### src/rtl/twiddle_factor_rom.sv
// ---------------------------------------------------------------------------
// twiddle_factor_rom
//
// Purpose:
//   A 64-entry constant ROM of radix-64 FFT twiddle factors
//   W64^k = cos(2*pi*k/64) - j*sin(2*pi*k/64).
//   Each value is stored in two's-complement Q1.6 format as round(64*x),
//   with halves rounded away from zero. This gives the exact range -64..+64.
//   The output is registered, so there is one cycle of latency. A new
//   address is accepted on every cycle.
//
// Configuration macro:
//   TWIDDLE_CONJ_EN - when defined, the ROM returns the conjugate W64^-k
//                     for inverse-FFT use. The imaginary part changes sign
//                     and the real part is unchanged.
//
// Ports:
//   clk        in   1   sole clock, rising edge
//   rst_n      in   1   asynchronous active-low reset, clears outputs to 0
//   addr       in   6   twiddle index k, 0..63
//   twiddle_re out  8   signed real part of the selected factor (registered)
//   twiddle_im out  8   signed imaginary part of the selected factor (registered)
// ---------------------------------------------------------------------------
module twiddle_factor_rom (
    input  logic              clk,
    input  logic              rst_n,
    input  logic        [5:0] addr,
    output logic signed [7:0] twiddle_re,
    output logic signed [7:0] twiddle_im
);

    logic signed [7:0] w_re;
    logic signed [7:0] w_sin;
    logic signed [7:0] w_im;
    logic signed [7:0] r_re;
    logic signed [7:0] r_im;

    // Every entry is listed explicitly, as round(64*cos) and round(64*sin)
    // for its own k. No quadrant folding is used, so each value is the
    // correctly rounded one.
    always_comb begin
        w_re  = 8'sd0;
        w_sin = 8'sd0;
        case (addr)
            6'd0 : begin w_re =  8'sd64; w_sin =  8'sd0;  end
            6'd1 : begin w_re =  8'sd64; w_sin =  8'sd6;  end
            6'd2 : begin w_re =  8'sd63; w_sin =  8'sd12; end
            6'd3 : begin w_re =  8'sd61; w_sin =  8'sd19; end
            6'd4 : begin w_re =  8'sd59; w_sin =  8'sd24; end
            6'd5 : begin w_re =  8'sd56; w_sin =  8'sd30; end
            6'd6 : begin w_re =  8'sd53; w_sin =  8'sd36; end
            6'd7 : begin w_re =  8'sd49; w_sin =  8'sd41; end
            6'd8 : begin w_re =  8'sd45; w_sin =  8'sd45; end
            6'd9 : begin w_re =  8'sd41; w_sin =  8'sd49; end
            6'd10: begin w_re =  8'sd36; w_sin =  8'sd53; end
            6'd11: begin w_re =  8'sd30; w_sin =  8'sd56; end
            6'd12: begin w_re =  8'sd24; w_sin =  8'sd59; end
            6'd13: begin w_re =  8'sd19; w_sin =  8'sd61; end
            6'd14: begin w_re =  8'sd12; w_sin =  8'sd63; end
            6'd15: begin w_re =  8'sd6;  w_sin =  8'sd64; end
            6'd16: begin w_re =  8'sd0;  w_sin =  8'sd64; end
            6'd17: begin w_re = -8'sd6;  w_sin =  8'sd64; end
            6'd18: begin w_re = -8'sd12; w_sin =  8'sd63; end
            6'd19: begin w_re = -8'sd19; w_sin =  8'sd61; end
            6'd20: begin w_re = -8'sd24; w_sin =  8'sd59; end
            6'd21: begin w_re = -8'sd30; w_sin =  8'sd56; end
            6'd22: begin w_re = -8'sd36; w_sin =  8'sd53; end
            6'd23: begin w_re = -8'sd41; w_sin =  8'sd49; end
            6'd24: begin w_re = -8'sd45; w_sin =  8'sd45; end
            6'd25: begin w_re = -8'sd49; w_sin =  8'sd41; end
            6'd26: begin w_re = -8'sd53; w_sin =  8'sd36; end
            6'd27: begin w_re = -8'sd56; w_sin =  8'sd30; end
            6'd28: begin w_re = -8'sd59; w_sin =  8'sd24; end
            6'd29: begin w_re = -8'sd61; w_sin =  8'sd19; end
            6'd30: begin w_re = -8'sd63; w_sin =  8'sd12; end
            6'd31: begin w_re = -8'sd64; w_sin =  8'sd6;  end
            6'd32: begin w_re = -8'sd64; w_sin =  8'sd0;  end
            6'd33: begin w_re = -8'sd64; w_sin = -8'sd6;  end
            6'd34: begin w_re = -8'sd63; w_sin = -8'sd12; end
            6'd35: begin w_re = -8'sd61; w_sin = -8'sd19; end
            6'd36: begin w_re = -8'sd59; w_sin = -8'sd24; end
            6'd37: begin w_re = -8'sd56; w_sin = -8'sd30; end
            6'd38: begin w_re = -8'sd53; w_sin = -8'sd36; end
            6'd39: begin w_re = -8'sd49; w_sin = -8'sd41; end
            6'd40: begin w_re = -8'sd45; w_sin = -8'sd45; end
            6'd41: begin w_re = -8'sd41; w_sin = -8'sd49; end
            6'd42: begin w_re = -8'sd36; w_sin = -8'sd53; end
            6'd43: begin w_re = -8'sd30; w_sin = -8'sd56; end
            6'd44: begin w_re = -8'sd24; w_sin = -8'sd59; end
            6'd45: begin w_re = -8'sd19; w_sin = -8'sd61; end
            6'd46: begin w_re = -8'sd12; w_sin = -8'sd63; end
            6'd47: begin w_re = -8'sd6;  w_sin = -8'sd64; end
            6'd48: begin w_re =  8'sd0;  w_sin = -8'sd64; end
            6'd49: begin w_re =  8'sd6;  w_sin = -8'sd64; end
            6'd50: begin w_re =  8'sd12; w_sin = -8'sd63; end
            6'd51: begin w_re =  8'sd19; w_sin = -8'sd61; end
            6'd52: begin w_re =  8'sd24; w_sin = -8'sd59; end
            6'd53: begin w_re =  8'sd30; w_sin = -8'sd56; end
            6'd54: begin w_re =  8'sd36; w_sin = -8'sd53; end
            6'd55: begin w_re =  8'sd41; w_sin = -8'sd49; end
            6'd56: begin w_re =  8'sd45; w_sin = -8'sd45; end
            6'd57: begin w_re =  8'sd49; w_sin = -8'sd41; end
            6'd58: begin w_re =  8'sd53; w_sin = -8'sd36; end
            6'd59: begin w_re =  8'sd56; w_sin = -8'sd30; end
            6'd60: begin w_re =  8'sd59; w_sin = -8'sd24; end
            6'd61: begin w_re =  8'sd61; w_sin = -8'sd19; end
            6'd62: begin w_re =  8'sd63; w_sin = -8'sd12; end
            6'd63: begin w_re =  8'sd64; w_sin = -8'sd6;  end
            default: begin w_re = 8'sd0; w_sin = 8'sd0; end
        endcase
    end

    // The forward transform uses -sin and the inverse transform uses +sin.
    // The magnitudes never exceed 64, so negating the value cannot overflow.
`ifdef TWIDDLE_CONJ_EN
    assign w_im = w_sin;
`else
    assign w_im = -w_sin;
`endif

    // This is the only state in the design: one output register stage.
    // Reset clears it at once, without waiting for a clock edge.
    always_ff @(posedge clk or negedge rst_n) begin
        if (!rst_n) begin
            r_re <= 8'sd0;
            r_im <= 8'sd0;
        end else begin
            r_re <= w_re;
            r_im <= w_im;
        end
    end

    assign twiddle_re = r_re;
    assign twiddle_im = r_im;

endmodule

### config.mk
export PLATFORM = sky130hd
export DESIGN_NAME = twiddle_factor_rom
export DESIGN_NICKNAME = d
export VERILOG_FILES = /design/src/rtl/twiddle_factor_rom.sv
export SDC_FILE = /design/constraint.sdc
export NUM_CORES = 1
export LEC_CHECK = 0
export CAP_MARGIN = 20
export CELL_PAD_IN_SITES_DETAIL_PLACEMENT = 1
export CELL_PAD_IN_SITES_GLOBAL_PLACEMENT = 1
export CORE_ASPECT_RATIO = 0.75
export CORE_MARGIN = 4
export CORE_UTILIZATION = 37
export DETAILED_ROUTE_END_ITERATION = 12
export GPL_ROUTABILITY_DRIVEN = 1
export PLACE_DENSITY_LB_ADDON = 0.2
export SYNTH_ARGS = -nofsm -noshare
export SYNTH_HDL_FRONTEND = slang
export SYNTH_SLANG_ARGS = --single-unit
### constraint.sdc
create_clock -name clk -period 0.8 [get_ports clk]
set_input_delay 0.08 -clock clk [delete_from_list [all_inputs] [get_ports clk]]
set_output_delay 0.08 -clock clk [all_outputs]
set_load 0.05 [all_outputs]
==> results of run 1 <==
-- per-stage QoR --
step | setup slack [ns] | utilization (%) | TNS, ns | cell area (um2)
CTS | -0.9750 | 73.08 | -12.00 | 3054
detailed placement | -1.802 | 61.68 | -23.25 | 2577
global placement | -1.671 | 61.68 | -21.97 | 2577
floorplan | -0.9782 | - | -9.180 | 1847
-- cells by family after synthesis --
logic type                 Yosys count  synth area share (%)
xor gates and xnor gates             5                 2.634
and+or+nand+nor                     57                 18.44
DFF                                 16                 24.08
muxes                               10                 9.180
buffers and inverters               28                 9.480
AOI/OAI and AO/OA                   65                 26.41
adders and majority gates           13                 9.782
-- what timing repair did --
| action | CTS |
|---|---|
| setup buffers | 17 |
| hold buffers | 0 |
| gates cloned | 3 |
| setup endpoints to repair | 32 |
| resized for setup | 84 |
| pin swaps | 25 |
==> impl_metrics.json, run 1 <==
{
  "synthTopCellsByCount": "a21oi_1 (16), dfrtp_1 (16), ha_1 (13), nand2_1 (13), o21ai_0 (13)",
  "synth_top_area_share_pct": 24.08,
  "gp_congestion": 0.8822,
  "root_buffer": "clkbuf_8",
  "cts.sinks": 16,
  "synthFlopType": "dfrtp_1",
  "firstError": "[ERROR DPL-0033] detailed placement checks failed during check placement.",
  "synth_area_leaders": "dfrtp_1 (24%), ha_1 (9.8%), mux4_2 (5.4%), a21oi_1 (4.8%), o21ai_0 (3.9%)",
  "stop_stage": "5_1_grt",
  "dp_cells": 310,
  "synth_top_cell_by_area": "dfrtp_1",
  "synthesis.area_um2": 1663,
  "num_rows": 20,
  "grt_antenna_before_repair": 1,
  "synth-async-reset-ratio_pct": 100.0,
  "synth_warnings": 0,
  "worstEpCategory": "register input",
  "ys_ff_latch": 16,
  "syn_area_per_cell_um2": 8.571,
  "crit_endpoint": "twiddle_im[7]$_DFF_PN0_/D",
  "synth.net_count": 215,
  "synth_cell_types": 50,
  "synth-edff-count": 0,
  "die_height_um": 66.06,
  "start_util_pct": 39.79,
  "cts_buffers": 3,
  "dp_hpwl_um": 5040,
  "htree_levels": 1,
  "die_w_um": 85.41,
  "status": "did not finish",
  "grt_max_degree": 17,
  "num_io_pins": 24,
  "clock_path_buffers": 2,
  "portBuffers": 23,
  "netlist_instances": 194,
  "yosysSeqAreaShare_pct": 24.08
}
==> run 2: changes to the inputs <==
CELL_PAD_IN_SITES_DETAIL_PLACEMENT = not set   (was 1)
CELL_PAD_IN_SITES_GLOBAL_PLACEMENT = not set   (was 1)
CORE_ASPECT_RATIO = not set   (was 0.75)
CORE_UTILIZATION = 40   (was 37)
PLACE_DENSITY_LB_ADDON = 0.15   (was 0.2)
clock period = 1 ns   (was 0.8 ns; I/O delays follow)
==> run 2 against run 1 <==
Compared with the run above: the flow now finishes, with violations (setup timing); synthesized cell count unchanged; synthesized area unchanged.
==> impl_metrics.json, run 2 <==
{
  "drv_cap": 0,
  "dieArea_um2": 5253,
  "power_switching_mw": 1.333,
  "synthAdderAreaFrac_pct": 9.782,
  "crit_required_ns": 1.13,
  "synth_xor_area_share_pct": 2.634,
  "gr-total-overflow": 0,
  "max_freq_mhz": 566.4,
  "portBuffers": 23,
  "max-slew-margin-rel_pct": 72.73,
  "synth.net_count": 215,
  "final_cell_mix": "buf_4 (57), buf_12 (20), buf_6 (19), dfrtp_1 (16), a21oi_1 (12)",
  "ys_ff_latch": 16,
  "setup_viol": 15,
  "internal_power_mw": 2.130,
  "netlist_instances": 194,
  "viasPerCell": 5.893,
  "synth-simple-area-share_pct": 18.43,
  "grt_pass1_vias": 1988,
  "worstSetupStartpointType": "input port",
  "die_w_um": 72.48,
  "rsz0062_at_grt": "yes",
  "synth_top_area_share_pct": 24.08,
  "drt_wl_total_um": 6686,
  "p_seq_share_pct": 23.7,
  "cts_tree": "done",
  "violations": "setup timing",
  "drive_gt1_share_pct": 61.32,
  "grt_max_degree": 23,
  "stdcell_area_um2": 3211,
  "synth_warnings": 0,
  "gr-usage-all-layers_pct": 23.43,
  "synth_cell_types": 50,
  "end_kind": "register",
  "synth_area_leaders": "dfrtp_1 (24%), ha_1 (9.8%), mux4_2 (5.4%), a21oi_1 (4.8%), o21ai_0 (3.9%)",
  "drc": 0,
  "synthTopCellsByCount": "a21oi_1 (16), dfrtp_1 (16), ha_1 (13), nand2_1 (13), o21ai_0 (13)",
  "switching_share_pct": 38.50,
  "crit_fanout": 5,
  "status": "finished with violations",
  "cts.sinks": 16,
  "multiInputGateArea_um2": 1466,
  "cts_buffers": 3,
  "hold_class": "input port to asynchronous set/reset pin",
  "endpoint": "twiddle_im[4]$_DFF_PN0_",
  "gp_congestion": 0.9632,
  "pwr-share-clk_pct": 16.3,
  "htree_levels": 1,
  "critPathLaunch": "addr[0]",
  "root_buffer": "clkbuf_8",
  "synthesis.area_um2": 1663,
  "combPwrFrac_pct": 60.0,
  "drt-wirelength-per-cell_um": 19.84,
  "peakVddDrop_mv": 0.5198,
  "num_rows": 23,
  "syn_area_per_cell_um2": 8.571,
  "synth_top_family_by_area": "compound AO/OA/AOI/OAI gates",
  "report.final.hold_viol_count": 0,
  "p_leak_nw": 1.384,
  "period_share_pct": 176.6,
  "fin_nets": 309,
  "synth_compound_area_share_pct": 26.41,
  "start_util_pct": 41.57,
  "synth-async-reset-ratio_pct": 100.0,
  "die_height_um": 72.48,
  "cp_cell_sequence": "buf_8 > clkinvlp_4 > buf_6 > ha_4 > mux4_2 > o221ai_2 > o21ai_4 > and3_4 > xor2_1",
  "synth_top_cell_by_area": "dfrtp_1",
  "finalWorstSetupSlack_ns": -0.7656,
  "powerDensity_nw_per_um2": 1079,
  "synth.mux.area_fraction_pct": 9.180,
  "vias": 1986,
  "seq_area_um2": 400.4,
  "synthFlopType": "dfrtp_1",
  "area_growth_pct": 93.08,
  "yosysSeqAreaShare_pct": 24.08,
  "dp_hpwl_um": 4056,
  "slew_violations": 0,
  "grt_antenna_before_repair": 0,
  "critPathArrivalTime_ns": 1.90,
  "path_clk_slew_ns": 0.06,
  "drtIter0Drc": 160,
  "antennaDiodeCount": 0,
  "core-area_um2": 4000,
  "critical_path.max_stage_delay_ns": 0.52,
  "ant_nets": 0,
  "period_needed_ns": 1.766,
  "p_total_mw": 3.463,
  "synth-edff-count": 0,
  "tightest_slew_ns": 0.4059,
  "dpl_cell_area_um2": 2545,
  "final_common_cell": "buf_4",
  "grt_pass1_wl_um": 9618,
  "cpMaxStageDelayCell": "mux4_2",
  "num_io_pins": 24,
  "nFillCells": 207,
  "worst-setup-path-type": "input port to register",
  "clock_path_buffers": 2,
  "drt_pass1_iterations": 4
}
## run 2: cell counts after synthesis
No cell type changed its count.
## run 2: layout make-up
type,instances,area share [%]
Sequential cell,16,12.47
Multi-Input combinational cell,150,45.67
Timing Repair Buffer,105,35.97
Tap cell,50,1.949
Inverter,12,2.221
Clock buffer,4,1.715
## run 2: cell families (layout without fill, tap and decap cells)
kind of cell / after synthesis / in the layout
and+or+nand+nor: 57 / 57
buffers and inverters: 28 / 121
AOI/OAI and AO/OA: 65 / 65
xor gates and xnor gates: 5 / 5
DFF: 16 / 16
muxes: 10 / 10
adders and majority gates: 13 / 13
## run 2: what timing repair did
item,CTS,global route
setup buffers,12,13
pin swaps,20,25
gates cloned,1,0
endpoints found under the setup margin,16,16
gates resized for setup,80,46
hold buffers,0,0
## run 2: per-layer routing
metal / routed length [um] / share of wire [%] / global-route usage [%] / vias to the layer above
met4: 376 / 5.6 / 13.11 / 0
met1: 2477 / 37 / 26.23 / 958
met2: 3468 / 52 / 41.66 / 103
met3: 364 / 5.4 / 4.155 / 32
li1: - / - / - / 893
met5: 0 / 0 / 0 / -
## run 2: how the worst min path moves through the flow
stage	from	end	slack, ns	cells past startpoint
detailed placement	rst_n	twiddle_re[4]$_DFF_PN0_	0.43	2
global placement	rst_n	twiddle_re[4]$_DFF_PN0_	0.43	2
floorplan	rst_n	twiddle_im[0]$_DFF_PN0_	-0.20	0
global route	rst_n	twiddle_im[3]$_DFF_PN0_	0.20	2
finish	rst_n	twiddle_re[0]$_DFF_PN0_	0.17	2
CTS	rst_n	twiddle_re[4]$_DFF_PN0_	0.18	2
## run 2: worst max-delay path, delay by kind of cell
| kind | cells | cell delay [ns] |
|---|---|---|
| buffers and inverters | 3 | 0.37 |
| muxes | 1 | 0.52 |
| xor gates and xnor gates | 1 | 0.14 |
| AOI/OAI and AO/OA | 2 | 0.38 |
| and+or+nand+nor | 1 | 0.17 |
| adders and majority gates | 1 | 0.22 |
## run 2: metrics by stage
step	utilization, %	worst slack, ns	setup TNS, ns	hold WS [ns]	cells
after floorplan	-	-0.7982	-6.503	-0.1956	194
after global placement	63.62	-1.500	-18.99	0.4334	309
after detailed placement	63.62	-1.601	-19.96	0.4328	309
after CTS	73.29	-0.7179	-6.616	0.1769	325
after global routing	80.26	-0.8575	-7.978	0.1991	337
final	80.26	-0.7656	-7.320	0.1734	337
## run 2: power groups by stage
| stage | sequential [mW] | combinational [mW] | clock, mW |
|---|---|---|---|
| finish | 0.821 | 2.08 | 0.565 |
| global route | 0.828 | 2.17 | 0.617 |
| CTS | 0.823 | 1.85 | 0.575 |
| detailed placement | 0.833 | 1.66 | 0 |
| global placement | 0.830 | 1.63 | 0 |
| floorplan | 1.12 | 0.574 | 0 |
Power figures use the tool's default switching activity.
==> run 3: changes to the inputs <==
clock period = 1.5 ns   (was 1 ns; I/O delays follow)
==> run 3 against run 2 <==
Compared with the run above: the run still ends with setup timing left; setup slack better by 0.49 ns; final cell count decreased by 3.3%; via count shrank 10%; non-clock buffer count decreased by 11; design area is 15% lower; largest power group unchanged.
==> impl_metrics.json, run 3 (synthesis results as in run 2) <==
{
  "gr-usage-all-layers_pct": 21.50,
  "dieArea_um2": 5253,
  "worst-setup-path-type": "input port to register",
  "cts.sinks": 16,
  "hold_class": "input port to asynchronous set/reset pin",
  "area_growth_pct": 63.88,
  "period_needed_ns": 1.780,
  "ant_nets": 0,
  "end_kind": "register",
  "dp_hpwl_um": 3956,
  "report.final.hold_viol_count": 0,
  "path_clk_slew_ns": 0.07,
  "period_share_pct": 118.7,
  "p_total_mw": 1.983,
  "cts_buffers": 3,
  "grt_max_degree": 27,
  "drc": 0,
  "portBuffers": 23,
  "vias": 1785,
  "die_w_um": 72.48,
  "root_buffer": "clkbuf_8",
  "stdcell_area_um2": 2725,
  "start_util_pct": 41.57,
  "antennaDiodeCount": 0,
  "htree_levels": 1,
  "drt-wirelength-per-cell_um": 16.37,
  "clock_path_buffers": 2,
  "worstSetupStartpointType": "input port",
  "finalWorstSetupSlack_ns": -0.2799,
  "core-area_um2": 4000,
  "final_util_pct": 68.13,
  "final_cell_mix": "buf_4 (73), dfrtp_1 (16), a21oi_1 (15), nand2_1 (12), buf_6 (11)",
  "violations": "setup timing",
  "drive_gt1_share_pct": 51.45,
  "cpMaxStageDelayCell": "mux4_2",
  "critical_path.max_stage_delay_ns": 0.51,
  "dpl_cell_area_um2": 2312,
  "max_freq_mhz": 561.8,
  "tightest_slew_ns": 0.3264,
  "crit_required_ns": 1.64,
  "fin_cells": 326,
  "grt_pass1_wl_um": 8728,
  "drtIter0Drc": 85,
  "rsz0062_at_grt": "yes",
  "cts_tree": "done",
  "gp_congestion": 0.9135,
  "slew_violations": 0,
  "viasPerCell": 5.475,
  "crit_fanout": 5,
  "nFillCells": 324,
  "peakVddDrop_mv": 0.3465,
  "die_height_um": 72.48,
  "fin_nets": 298,
  "max-slew-margin-rel_pct": 78.09,
  "drt_pass1_iterations": 4,
  "grt_antenna_before_repair": 0,
  "final_common_cell": "buf_4",
  "dp_cells": 306,
  "status": "finished with violations",
  "p_leak_nw": 1.216,
  "powerDensity_nw_per_um2": 727.5,
  "num_rows": 23,
  "gr-total-overflow": 0,
  "drt_wl_total_um": 5338,
  "grt_pass1_vias": 1891,
  "cp_cell_sequence": "buf_8 > clkinvlp_4 > ha_4 > mux4_2 > o221ai_2 > o21ai_2 > buf_6 > nand2_4 > nor2_4 > xor2_1",
  "setup_viol": 9,
  "critPathArrivalTime_ns": 1.92,
  "drv_cap": 0,
  "num_io_pins": 24
}
-- run 3: metrics by stage --
step,setup slack [ns],hold slack (ns),setup TNS (ns)
global placement,-1.042,0.4836,-11.59
floorplan,-0.3566,-0.1456,-1.942
global route,-0.3722,0.2381,-2.475
CTS,-0.2774,0.2133,-1.514
detailed placement,-1.058,0.4840,-11.74
finish,-0.2799,0.2079,-1.730
-- run 3: layout make-up --
type	instances	area, um2	share of cell area [%]
clock buffers	4	55.05	2.020
flip-flops and latches	16	400.4	14.69
inverters	12	65.06	2.388
multi-input cells	150	1319	48.39
well taps	50	62.56	2.296
repair buffers	94	823.3	30.21
-- run 3: path summary, 6_finish.rpt --
check,start,to,slack (ns),depth (start not counted)
worst max-delay path,addr[0],twiddle_im[5]$_DFF_PN0_,-0.28,10
worst min-delay path,rst_n,twiddle_re[2]$_DFF_PN0_,0.21,2
max in group asynchronous,rst_n,twiddle_im[1]$_DFF_PN0_,1.11,2
min in group clk,addr[2],twiddle_re[2]$_DFF_PN0_,0.48,5
-- run 3: power breakdown --
group / switching (mW) / leakage (nW) / total [mW] / internal [mW]
logic: 0.615 / 1.00 / 1.08 / 0.470
registers: 0.0162 / 0.187 / 0.509 / 0.493
clock network: 0.156 / 0.0288 / 0.389 / 0.233
total: 0.787 / 1.22 / 1.98 / 1.20
-- run 3: repair_timing --
item | 4_1_cts | 5_1_grt
hold buffers | 0 | 0
gates cloned | 1 | 0
buffers inserted | 13 | 2
endpoints found under the setup margin | 15 | 9
resized for setup | 67 | 8
pin swaps | 21 | 8
-- run 3: per-layer routing --
layer  part of all wire, %  GRT usage, %  vias to the layer above  routed length [um]
met5                     0             0                        -                   0
met4                   3.4         9.631                        0                 180
met3                   4.0         2.632                       16                 212
met2                    52         40.34                       46                2783
met1                    41         23.99                      849                2162
li1                      -             -                      874                   -
-- run 3: worst max-delay path: cells and delay by family --
kind	cells	cell delay [ns]
mux	1	0.51
buf+inv	3	0.40
xor+xnor	1	0.13
fa+ha+maj	1	0.30
simple gates	2	0.10
compound gates	2	0.32
